### src/rtl/st_pkg.sv
`default_nettype none
// ============================================================================
// Module   : st_pkg
// Purpose  : Shared Avalon-ST widths, beat structs and gearbox state encoding
// Revision : 1.0
// ============================================================================
package st_pkg;

  localparam int ST_W256  = 256;
  localparam int ST_W512  = 512;
  localparam int ST_EW256 = 5;
  localparam int ST_EW512 = 6;

  typedef struct packed {
    logic [ST_W256-1:0]  data;
    logic                sop;
    logic                eop;
    logic [ST_EW256-1:0] empty;
  } st_beat256_t;

  typedef struct packed {
    logic [ST_W512-1:0]  data;
    logic                sop;
    logic                eop;
    logic [ST_EW512-1:0] empty;
  } st_beat512_t;

  typedef enum logic [0:0] {
    ST_LO = 1'b0,
    ST_HI = 1'b1
  } pk_state_t;

endpackage
`default_nettype wire

### src/rtl/st_packer_256_512.sv
`default_nettype none
// ============================================================================
// Module   : st_packer_256_512
// Purpose  : Packs pairs of 256-bit Avalon-ST beats into 512-bit words
// Revision : 1.0
// ============================================================================
module st_packer_256_512
  import st_pkg::*;
#(
  parameter int IN_W   = ST_W256,
  parameter int OUT_W  = ST_W512,
  parameter int IN_EW  = ST_EW256,
  parameter int OUT_EW = ST_EW512
) (
  input  logic              clk,
  input  logic              reset_n,
  input  logic              in_valid,
  output logic              in_ready,
  input  logic [IN_W-1:0]   in_data,
  input  logic              in_startofpacket,
  input  logic              in_endofpacket,
  input  logic [IN_EW-1:0]  in_empty,
  output logic              out_valid,
  input  logic              out_ready,
  output logic [OUT_W-1:0]  out_data,
  output logic              out_startofpacket,
  output logic              out_endofpacket,
  output logic [OUT_EW-1:0] out_empty,
  output logic              proto_err
);

  localparam logic [OUT_EW-1:0] c_HALF_BYTES = OUT_EW'(IN_W / 8);

  pk_state_t         r_state;
  logic [IN_W-1:0]   r_lo_data;
  logic              r_lo_sop;
  logic              r_in_pkt;
  logic              r_rdy_en;

  logic              w_accept;
  logic [OUT_W-1:0]  w_single_data;
  logic [OUT_W-1:0]  w_pair_data;
  logic [OUT_EW-1:0] w_single_empty;
  logic [OUT_EW-1:0] w_pair_empty;

  // A beat is only taken when the output slot is free or draining this cycle.
  assign in_ready       = r_rdy_en && (!out_valid || out_ready);
  assign w_accept       = in_valid && in_ready;
  assign w_single_data  = {{(OUT_W-IN_W){1'b0}}, in_data};
  assign w_pair_data    = {in_data, r_lo_data};
  assign w_single_empty = c_HALF_BYTES + OUT_EW'(in_empty);
  assign w_pair_empty   = in_endofpacket ? OUT_EW'(in_empty) : '0;

  always_ff @(posedge clk or negedge reset_n) begin
    if (!reset_n) begin
      r_state           <= ST_LO;
      r_lo_data         <= '0;
      r_lo_sop          <= 1'b0;
      r_in_pkt          <= 1'b0;
      r_rdy_en          <= 1'b0;
      out_valid         <= 1'b0;
      out_data          <= '0;
      out_startofpacket <= 1'b0;
      out_endofpacket   <= 1'b0;
      out_empty         <= '0;
      proto_err         <= 1'b0;
    end else begin
      r_rdy_en <= 1'b1;
      if (out_valid && out_ready) begin
        out_valid <= 1'b0;
      end
      if (w_accept) begin
        if (in_startofpacket) begin
          // A SOP while a half is held abandons that half.
          if (r_state == ST_HI) begin
            proto_err <= 1'b1;
          end
          if (in_endofpacket) begin
            out_valid         <= 1'b1;
            out_data          <= w_single_data;
            out_startofpacket <= 1'b1;
            out_endofpacket   <= 1'b1;
            out_empty         <= w_single_empty;
            r_in_pkt          <= 1'b0;
            r_state           <= ST_LO;
          end else begin
            r_lo_data <= in_data;
            r_lo_sop  <= 1'b1;
            r_in_pkt  <= 1'b1;
            r_state   <= ST_HI;
          end
        end else if (r_state == ST_HI) begin
          out_valid         <= 1'b1;
          out_data          <= w_pair_data;
          out_startofpacket <= r_lo_sop;
          out_endofpacket   <= in_endofpacket;
          out_empty         <= w_pair_empty;
          if (in_endofpacket) begin
            r_in_pkt <= 1'b0;
          end
          r_state <= ST_LO;
        end else if (r_in_pkt) begin
          if (in_endofpacket) begin
            out_valid         <= 1'b1;
            out_data          <= w_single_data;
            out_startofpacket <= 1'b0;
            out_endofpacket   <= 1'b1;
            out_empty         <= w_single_empty;
            r_in_pkt          <= 1'b0;
          end else begin
            r_lo_data <= in_data;
            r_lo_sop  <= 1'b0;
            r_state   <= ST_HI;
          end
        end else begin
          proto_err <= 1'b1;
        end
      end
    end
  end

endmodule
`default_nettype wire

### config.mk
export PLATFORM = sky130hd
export DESIGN_NAME = st_packer_256_512
export DESIGN_NICKNAME = d
export VERILOG_FILES = /design/src/rtl/st_pkg.sv /design/src/rtl/st_packer_256_512.sv
export SDC_FILE = /design/constraint.sdc
export NUM_CORES = 2
export LEC_CHECK = 0
export CAP_MARGIN = 20
export CORE_MARGIN = 3
export CORE_UTILIZATION = 26
export CTS_CLUSTER_SIZE = 30
export DETAILED_ROUTE_END_ITERATION = 8
export PLACE_DENSITY_LB_ADDON = 0.3
export SLEW_MARGIN = 15
export SYNTH_ARGS = -nofsm -noshare
export SYNTH_HDL_FRONTEND = slang
export SYNTH_SLANG_ARGS = --single-unit
### constraint.sdc
create_clock -name clk -period 2.31 [get_ports clk]
set_clock_uncertainty 0.15 [all_clocks]
set_input_delay 0.231 -clock clk [delete_from_list [all_inputs] [get_ports clk]]
set_output_delay 0.231 -clock clk [all_outputs]
set_load 0.01 [all_outputs]
==> impl_metrics.env <==
export IMPL_cts_tree="yes"
export IMPL_port_buffers=789
export IMPL_cts_htree_levels=3
export IMPL_layout_common_cells="786 x clkdlybuf4s50_1, 781 x dfrtp_1, 311 x mux2_2, 261 x a22o_1, 240 x mux2_1"
export IMPL_synth_top_family_by_area="multiplexers"
export IMPL_clock_sinks=782
export IMPL_crit_path_max_fanout=16
export IMPL_status="finished clean"
export IMPL_insertion_delay_ps=650
export IMPL_grt_start_max_net_pins=100
export IMPL_p_leak_uw=0.0205
export IMPL_fillers=11800
export IMPL_period_share_pct=98.1
export IMPL_drtIter0Drc=1106
export IMPL_syn_num_nets=2251
export IMPL_ys_warn_count=0
export IMPL_r2r_slack_ps=140
export IMPL_synth_compound_area_share_pct=7.30
export IMPL_start_kind="input port"
export IMPL_hold_end="out_empty[1]$_DFFE_PN0P_"
export IMPL_cts_root_buf="clkbuf_16"
export IMPL_stdcell_area_um2=46600
export IMPL_p_total_uw=49700
export IMPL_grt_pass1_vias=21900
export IMPL_arrival_ps=2630
export IMPL_hold_viol_final=0
export IMPL_drv_cap=0
export IMPL_synth_fa_ha_area_share_pct=0
export IMPL_ys_ff_latch=782
export IMPL_globalplace_congestion=0.771
export IMPL_coreArea_um2=124000
export IMPL_grt_usage_pct=14.5
export IMPL_reg2reg_from="r_state$_DFFE_PN0P_"
export IMPL_initial_core_util_pct=26.3
export IMPL_die_width_um=360
export IMPL_period_minus_slack_ps=2270
export IMPL_drt_wl_total_um=95600
export IMPL_cts_made_buffers=89
export IMPL_synthTopCellsByArea="dfrtp_1 60%, mux2_2 11%, mux2_4 10%"
export IMPL_synth_xor_area_share_pct=0
export IMPL_synth_top_cell_area_share_pct=60.1
export IMPL_end_kind="register"
export IMPL_min_path_cells=2
export IMPL_synth_edf_count=0
export IMPL_post_dp_cell_area_um2=43400
export IMPL_clk_path_buf_depth=3
export IMPL_muxShareOfSynthArea_pct=29.1
export IMPL_synth_simple_area_share_pct=0.200
export IMPL_worstMarginPinSlew_ps=577
export IMPL_holdCritPathClass="input port to register"
export IMPL_remaining_drc_errors=0
export IMPL_nets=3164
export IMPL_layout_setup_ws_ps=43.1
export IMPL_r2r_end="out_data[126]$_DFFE_PN0P_"
export IMPL_rows=129
export IMPL_final_common_cell="clkdlybuf4s50_1"
export IMPL_syn_area_um2=32600
export IMPL_required_ps=2670
export IMPL_first_pass_iters=5
export IMPL_die_area_um2=130000
export IMPL_finalSetupViolations=0
export IMPL_drive_gt1_share_pct=28.8
export IMPL_synth_cells=1984
export IMPL_grt_overflow_total=0
export IMPL_path_clk_slew_ps=60
export IMPL_p_per_area_nw_per_um2=1070
export IMPL_hp_start="in_empty[1]"
export IMPL_ioPinCount=790
export IMPL_reg2regPathDepth=5
export IMPL_slew_viol_final=0
export IMPL_max_clock_freq_mhz=441
export IMPL_synth_largest_area_cell="dfrtp_1"
export IMPL_antenna_found_initial=6
export IMPL_dp_cells=4437
export IMPL_grt_pass1_wl_um=145000
export IMPL_slew_headroom_pct=61.4
export IMPL_synth_avg_cell_area_um2=16.4
export IMPL_async_reset_ff_share_pct=100
export IMPL_synth_flop_cell="dfrtp_1"
export IMPL_critical_path_class="input port to register"
export IMPL_place_ws_ps=-245
export IMPL_wl_per_cell_um=20.8
export IMPL_final_cells=4608
export IMPL_dp_hpwl_um=70100
export IMPL_antenna_left=0
export IMPL_fin_util_pct=37.6
export IMPL_vias=20400
export IMPL_peakVddDrop_v=0.000489
export IMPL_grt_setup_unrepaired="false"
export IMPL_synth_distinct_cells=30
export IMPL_die_h_um=360
export IMPL_seq_area_frac_synth_pct=60.1
export IMPL_routed_via_density=4.43
export IMPL_syn2layout_area_growth_pct=43.1
==> cell usage after synthesis, drive strengths merged (2+ instances only) <==
library cell    n
a21o            2
dfrtp         782
inv             2
buf           142
a31oi           2
mux2          769
clkbuf          5
nor2b           2
nand2           2
a22o          261
and2            2
==> cell families after synthesis <==
family                 count (synthesis)
DFF                                  782
muxes                                770
AOI/OAI and AO/OA                    271
buffers and inverters                149
and+or+nand+nor                       11
other                                  1
==> layout make-up <==
class,instances,area (um^2),share of cell area (%)
sequential,782,19600,42.0
clock inverter,30,504,1.08
antenna,2,5.00,0.0107
multi-input combinational,1053,12000,25.7
inverter,2,7.51,0.0161
timing repair buffer,969,9890,21.2
clock buffer,133,2640,5.67
tap,1637,2050,4.39
==> repair_timing <==
action / in CTS / in global routing
endpoints found under the setup margin: 2 / 146
hold endpoints to repair: 674 / 0
cloned: 0 / 0
setup buffers: 0 / 0
gates resized for setup: 5 / 3
hold buffers: 6 / 0
==> critical path, stage by stage <==
cell             delay (ps)
dlygate4sd3_1           570
clkdlybuf4s50_1         520
and2_2                  230
o2111a_4                260
buf_12                  180
buf_4                   250
mux2_1                  370
==> routing by layer <==
layer | global-route usage (%) | up-vias | part of all wire, %
met3 | 4.27 | 124 | 6.8
met4 | 4.38 | 4 | 2.4
met2 | 24.0 | 589 | 48
met5 | 0 | - | 0.028
li1 | - | 9158 | -
met1 | 18.2 | 10500 | 43
==> how the worst max path moves through the flow <==
| stage | end | cells past startpoint | from |
|---|---|---|---|
| 6_report | r_lo_data[186]$_DFFE_PN0P_ | 7 | in_valid |
| 3_3_place_gp | out_data[225]$_DFFE_PN0P_ | 6 | in_startofpacket |
| 5_1_grt | r_lo_data[186]$_DFFE_PN0P_ | 7 | in_valid |
| 4_1_cts | r_lo_data[186]$_DFFE_PN0P_ | 7 | in_valid |
| 2_1_floorplan | out_data[227]$_DFFE_PN0P_ | 5 | r_state$_DFFE_PN0P_ |
| 3_5_place_dp | out_data[186]$_DFFE_PN0P_ | 6 | in_startofpacket |
==> sequential cells by signal, summed over array words and instances (netlist names) <==
register,count
out_data,512
out_empty,6
out_endofpacket,1
out_startofpacket,1
out_valid,1
proto_err,1
r_in_pkt,1
r_lo_data,256
r_lo_sop,1
r_rdy_en,1
r_state,1
==> stage by stage <==
step	setup TNS, ps	hold slack, ps
CTS	0	5.20
global route	0	32.7
detailed placement	-79310	32.8
finish	0	88.7
floorplan	0	-215
global placement	-74090	31.9
==> power breakdown <==
group / switching [uW] / leakage [uW] / internal [uW]
Sequential: 2270 / 0.00971 / 17700
Clock: 5940 / 0.00154 / 9190
Combinational: 5460 / 0.00927 / 9160
No activity file was read; power rests on OpenSTA's default activity.
